$ cat src/rtl/con3_servo_rx.sv
// con3_servo_rx
//   Decodes the CON3 hobby-servo PWM line. The high-pulse width is measured in
//   ticks of a TICK_DIV-divided time base. A width of 256+N ticks decodes to
//   angle code N. Widths outside 256..511 saturate to 0x00 or 0xFF and set
//   out_of_range.
//
//   Optional build macro CON3_RX_GLITCH_FILTER_EN:
//     When defined, a 4-cycle persistence filter follows the synchronizer.
//     Pulses or gaps of 3 clk cycles or fewer are ignored.
//     Decode latency grows from 3 to 7 clk cycles.
//
// Ports
//   clk          system clock
//   rst          asynchronous active-high reset
//   en           receiver enable; low forces IDLE and discards any pulse in flight
//   servo        asynchronous servo PWM input
//   angle[7:0]   last decoded angle code
//   valid        one-cycle strobe when angle/out_of_range update
//   out_of_range last pulse fell outside 256..511 ticks (or was aborted)
//   signal_lost  no accepted pulse within TIMEOUT_TICKS of low time
module con3_servo_rx #(
  parameter int TICK_DIV       = 390,
  parameter int TIMEOUT_TICKS  = 6400,
  parameter int MAX_HIGH_TICKS = 1024
) (
  input  logic       clk,
  input  logic       rst,
  input  logic       en,
  input  logic       servo,
  output logic [7:0] angle,
  output logic       valid,
  output logic       out_of_range,
  output logic       signal_lost
);

  localparam int TW = (TICK_DIV > 1) ? $clog2(TICK_DIV) : 1;
  localparam int LW = $clog2(TIMEOUT_TICKS + 1);
  localparam int WW = 10;

  typedef enum logic [1:0] {IDLE, ARM, WAIT_RISE, HIGH} state_t;

  state_t        state, state_nx;
  logic          s1, s2, sig, prev;
  logic          rise, fall, tick;
  logic [TW-1:0] tcnt;
  logic [LW-1:0] lcnt;
  logic [WW-1:0] wcnt;
  logic [WW:0]   wnow;
  logic          upd, abort_hit, lost_hit;

  // Two-flop synchronizer
  always_ff @(posedge clk or posedge rst) begin
    if (rst) begin
      s1 <= 1'b0;
      s2 <= 1'b0;
    end else begin
      s1 <= servo;
      s2 <= s1;
    end
  end

`ifdef CON3_RX_GLITCH_FILTER_EN
  // Filtered level follows s2 only after 4 consecutive differing cycles
  logic [1:0] fcnt;
  logic       filt;
  always_ff @(posedge clk or posedge rst) begin
    if (rst) begin
      fcnt <= '0;
      filt <= 1'b0;
    end else if (s2 != filt) begin
      if (fcnt == 2'd3) begin
        filt <= s2;
        fcnt <= '0;
      end else begin
        fcnt <= fcnt + 2'd1;
      end
    end else begin
      fcnt <= '0;
    end
  end
  assign sig = filt;
`else
  assign sig = s2;
`endif

  always_ff @(posedge clk or posedge rst) begin
    if (rst) prev <= 1'b0;
    else     prev <= sig;
  end

  assign rise = sig & ~prev;
  assign fall = ~sig & prev;
  assign tick = (tcnt == TW'(TICK_DIV - 1));

  // Width including a tick landing in the same cycle as the falling edge,
  // so a pulse of H clk cycles measures exactly floor(H / TICK_DIV) ticks.
  assign wnow = {1'b0, wcnt} + {{WW{1'b0}}, tick};

  // Time base; restarted on every rising edge so the measurement is phase-aligned
  always_ff @(posedge clk or posedge rst) begin
    if (rst)                           tcnt <= '0;
    else if (state == IDLE || rise || tick) tcnt <= '0;
    else                               tcnt <= tcnt + TW'(1);
  end

  // Width counter, saturating
  always_ff @(posedge clk or posedge rst) begin
    if (rst)                 wcnt <= '0;
    else if (state != HIGH)  wcnt <= '0;
    else if (tick && wcnt != '1) wcnt <= wcnt + WW'(1);
  end

  // Low-time counter, saturating at TIMEOUT_TICKS
  always_ff @(posedge clk or posedge rst) begin
    if (rst)                      lcnt <= '0;
    else if (state != WAIT_RISE)  lcnt <= '0;
    else if (tick && lcnt != LW'(TIMEOUT_TICKS)) lcnt <= lcnt + LW'(1);
  end

  // FSM: state register
  always_ff @(posedge clk or posedge rst) begin
    if (rst) state <= IDLE;
    else     state <= state_nx;
  end

  // FSM: next state
  always_comb begin
    state_nx = state;
    if (!en) begin
      state_nx = IDLE;
    end else begin
      case (state)
        IDLE:      state_nx = ARM;
        ARM:       if (!sig) state_nx = WAIT_RISE;
        WAIT_RISE: if (rise) state_nx = HIGH;
        HIGH: begin
          if (fall)           state_nx = WAIT_RISE;
          else if (abort_hit) state_nx = ARM;
        end
        default:   state_nx = IDLE;
      endcase
    end
  end

  // FSM: output decisions
  always_comb begin
    upd       = 1'b0;
    abort_hit = 1'b0;
    lost_hit  = 1'b0;
    if (en) begin
      case (state)
        HIGH: begin
          upd       = fall;
          abort_hit = !fall && tick && (int'(wnow) >= MAX_HIGH_TICKS);
        end
        WAIT_RISE: lost_hit = tick && (lcnt == LW'(TIMEOUT_TICKS - 1));
        default: ;
      endcase
    end
  end

  // Result registers
  always_ff @(posedge clk or posedge rst) begin
    if (rst) begin
      angle        <= 8'h00;
      valid        <= 1'b0;
      out_of_range <= 1'b0;
      signal_lost  <= 1'b1;
    end else begin
      valid <= upd;
      if (upd) begin
        signal_lost <= 1'b0;
        if (wnow < (WW+1)'(256)) begin
          angle        <= 8'h00;
          out_of_range <= 1'b1;
        end else if (wnow <= (WW+1)'(511)) begin
          angle        <= wnow[7:0];   // low byte of W-256 for W in 256..511
          out_of_range <= 1'b0;
        end else begin
          angle        <= 8'hFF;
          out_of_range <= 1'b1;
        end
      end else if (abort_hit) begin
        out_of_range <= 1'b1;
        signal_lost  <= 1'b1;
      end else if (lost_hit) begin
        signal_lost  <= 1'b1;
      end
    end
  end

endmodule
$ cat config.mk
export PLATFORM = sky130hd
export DESIGN_NAME = con3_servo_rx
export DESIGN_NICKNAME = d
export VERILOG_FILES = /design/src/rtl/con3_servo_rx.sv
export SDC_FILE = /design/constraint.sdc
export NUM_CORES = 1
export LEC_CHECK = 0
export ABC_AREA = 1
export CAP_MARGIN = 10
export CORE_MARGIN = 5
export CORE_UTILIZATION = 50
export DETAILED_ROUTE_END_ITERATION = 8
export PLACE_DENSITY_LB_ADDON = 0.2
export SYNTH_ARGS = -nofsm -noshare
export SYNTH_HDL_FRONTEND = slang
export SYNTH_SLANG_ARGS = --single-unit
$ cat constraint.sdc
create_clock -name clk -period 6.3 [get_ports clk]
set_input_delay 0.945 -clock clk [delete_from_list [all_inputs] [get_ports clk]]
set_output_delay 0.945 -clock clk [all_outputs]
set_load 0.1 [all_outputs]
==> summary.txt <==
STA
  – Final setup violation count: 0
  – Minimum clock period: 2.92 ns
  – Clk_skew: between 0.006 and 0.007 ns
  – Worst-Margin Slew: 0.989 ns
  – Fin. Hold Viols: 0
  – F_max: between 0.3 and 0.4 GHz
  – Worst rel slew slack: 33.9%
  – Fin Setup TNS: 0 ns
  – Slew Viols, Final: 0
  – Fin crit share: between 40% and 50%
  – RSZ-0062 raised after global routing: false

Logic synthesis
  – Multiplexer area fraction after synthesis: 0%
  – Synth Area in XOR/XNOR: ~5.1%
  – Number of synthesized flops with an enable pin: 0
  – Largest area contributor in the netlist: dfrtp_1
  – Seq cells post-synth: 48
  – Post-synth cell types: 33
  – Largest family of logic cells by synthesized area: simple AND/OR/NAND/NOR gates
  – Post-Syn Nets: roughly 390
  – Top cell type's share of synthesized area: about two fifths
  – Top-count cell post-synth: nand2_1
  – Async S/R FF share, synth: 100%
  – Synth area leaders: dfrtp_1 41%, nand2_1 14%, nand3_1 8.1%
  – Syn. warnings: 0
  – Main synth FF type: dfrtp_1
  – Part of the Yosys area used for sequential elements: around 42%
  – Gate Count Post-Synth: about 370
  – Top cells by instance count after synthesis: 105 x nand2_1, 47 x dfrtp_1, 47 x nand3_1
  – Post-synthesis area per instance: 7.74 sq um
  – Synth Area in Adders: under 10%
  – Cell area after synthesis: 2900 sq um
  – Simple-Gate Fraction of Synth Area: ~40%
  – Synth Area in Compound Gates: approximately 4.5%

Clock tree
  – Clk Latency, worst-skew pair: around 0.3 ns
  – CTS tree: yes
  – # Post-CTS Setup Buffers: 0
  – Hold_buf cts: 0
  – Resized cells post-CTS: 0
  – Reg clk slew, reported paths: around 0.090 ns
  – CTS Buf Count: 5
  – CTS Buffer Depth: 2
  – Clock Sinks: between 40 and 50
  – Depth of the CTS H-tree: 2
  – Root Buffer: clkbuf_8

Worst setup path
  – Critical-path cell list: clkdlybuf4s50_1
  – Worst path max stage delay: between 1 and 1.5 ns
  – R2r startpoint: tcnt[1]$_DFF_PP0_
  – Crit. End Element: output pin
  – Worst reg2reg path endpoint: out_of_range$_DFFE_PP0P_
  – R2R setup slack: around 4.0 ns
  – Setup CP Type: reg2out
  – Crit-path slowest cell: clkdlybuf4s50_1
  – Crit path buffers/inverters: 1
  – Worst EP required: 5.35 ns
  – Arrival @ worst endpoint: approximately 2 ns
  – Startpoint Class: flop
  – CP max FO: 2
  – R2R cell count: 15
  – CP delay by family, top: buffers and inverters

GRT
  – First-pass GRT wire length: 10400 um
  – Initial antenna violation count: 0
  – Total track usage: roughly 17%
  – Vias in the first global route: 2362
  – Grt ovf: 0
  – Largest net degree at the start of global routing: roughly 50

Routing
  – Final WL: 5820 um
  – DRC viols: 0
  – Post-DR wirelength/cell: ~13 um
  – DRT iter0 DRCs: 99
  – Final ANT Viol Nets: 0
  – Vias: between 2000 and 2500
  – Routed vias/inst: around 5.2
  – First drt pass iteration count: 4

Cells and area
  – Final Core Density: between 50 and 60%
  – Final nets: 401
  – Antenna fix cells: 0
  – Layout cells sized above 1: 9.72%
  – P&R area growth vs syn: 10.1%

Floorplan
  – Die height: 86.1 um
  – Die W: approximately 86 um
  – Die area: roughly 7400 sq um
  – Starting Density: about half
  – CORE AREA: 5570 sq um
  – I/O pins: 15
  – Row cnt: 27

Outcome
  – Status: complete, no violations

Placed design
  – PortBufs: 14
  – RD Place Congestion: ~0.86
  – Final HPWL DP: between 4000 and 5000 um

Power and ir drop
  – Power Density: 187 nW/um^2
  – VDD IR max: approximately 0.10 mV
  – Leakage: between 1 and 1.5 nW

Min path
  – Hold EP: s2$_DFF_PP0_
  – Hold wc startpoint: s1$_DFF_PP0_
  – Worst Hold Class: reg2reg
  – Hold Crit Depth: 0

Job
  – Max_cap viols: 0
-- area by class of cell --
cell class              instances  area (sq um)
multi-input cells             283          1500
inverters                      38           145
repair buffers                 14           140
clock inverters                 2          35.0
clock buffers                   6          72.6
fillers                       534          2390
well taps                      72          90.1
flip-flops and latches         48          1200
-- state kept, by name (all words and copies together) (netlist names) --
register and count:
angle 8, s2 1, prev 1, tcnt 9, out_of_range 1, wcnt 10, state 2, valid 1
lcnt 13, s1 1, signal_lost 1
-- placed cells by master (no fill, tap or decap), drive strengths merged, types with 7 or more instances in the layout --
cell | synthesis | layout
a21oi | 10 | 10
clkdlybuf4s50 | 0 | 14
dfrtp | 47 | 47
ha | 7 | 7
inv | 38 | 38
nand2 | 117 | 117
nand3 | 49 | 49
nand4 | 7 | 7
nor2 | 46 | 46
nor3 | 10 | 10
o21ai | 11 | 11
xor2 | 13 | 13
-- metal layers --
metal / vias up / share of wire (%) / track usage, %
met2: 29 / 50 / 29.8
met3: 5 / 3.0 / 3.07
met5: - / 0 / 0
met4: 0 / 1.3 / 4.46
met1: 1143 / 46 / 21.6
li1: 1229 / - / -
-- worst max-delay path by stage --
| stage | from | to | cells past startpoint |
|---|---|---|---|
| 3_3_place_gp | en | out_of_range$_DFFE_PP0P_ | 6 |
| 6_report | signal_lost$_DFFE_PP1P_ | signal_lost | 1 |
| 5_1_grt | signal_lost$_DFFE_PP1P_ | signal_lost | 1 |
| 4_1_cts | signal_lost$_DFFE_PP1P_ | signal_lost | 1 |
| 3_5_place_dp | en | out_of_range$_DFFE_PP0P_ | 6 |
| 2_1_floorplan | rst | angle[0]$_DFFE_PP0P_ | 1 |
-- power breakdown --
| group | leakage, nW | switching [W] | internal, W |
|---|---|---|---|
| clock network | 0.0552 | 0.000104 | 0.000118 |
| registers | 0.654 | 0.00000650 | 0.000314 |
| logic | 0.788 | 0.0000406 | 0.0000129 |
| total | 1.50 | 0.000151 | 0.000445 |
-- cells by family (layout without fill, tap and decap cells) --
kind of cell             count (synthesis)  in the layout
AND/OR/NAND/NOR                        236            236
flip-flops                              48             48
buffers and inverters                   43             60
AO/OA/AOI/OAI                           23             23
XOR/XNOR                                17             17
adder cells (fa/ha/maj)                  7              7
-- through the flow --
step / setup WS [ns] / total power (W) / std cells / cell area (sq um) / hold WS, ns
6_report: 3.38 / 0.000596 / 463 / 3190 / 0.388
5_1_grt: 3.36 / 0.000621 / 463 / 3190 / 0.391
4_1_cts: 3.37 / 0.000602 / 463 / 3190 / 0.391
3_5_place_dp: 3.53 / 0.000382 / 455 / 3080 / 0.369
3_3_place_gp: 3.58 / 0.000381 / 455 / 3080 / 0.367
2_1_floorplan: 4.21 / 0.000367 / 374 / 2900 / 0.331
Note: power is estimated with default switching activity, not from simulation.
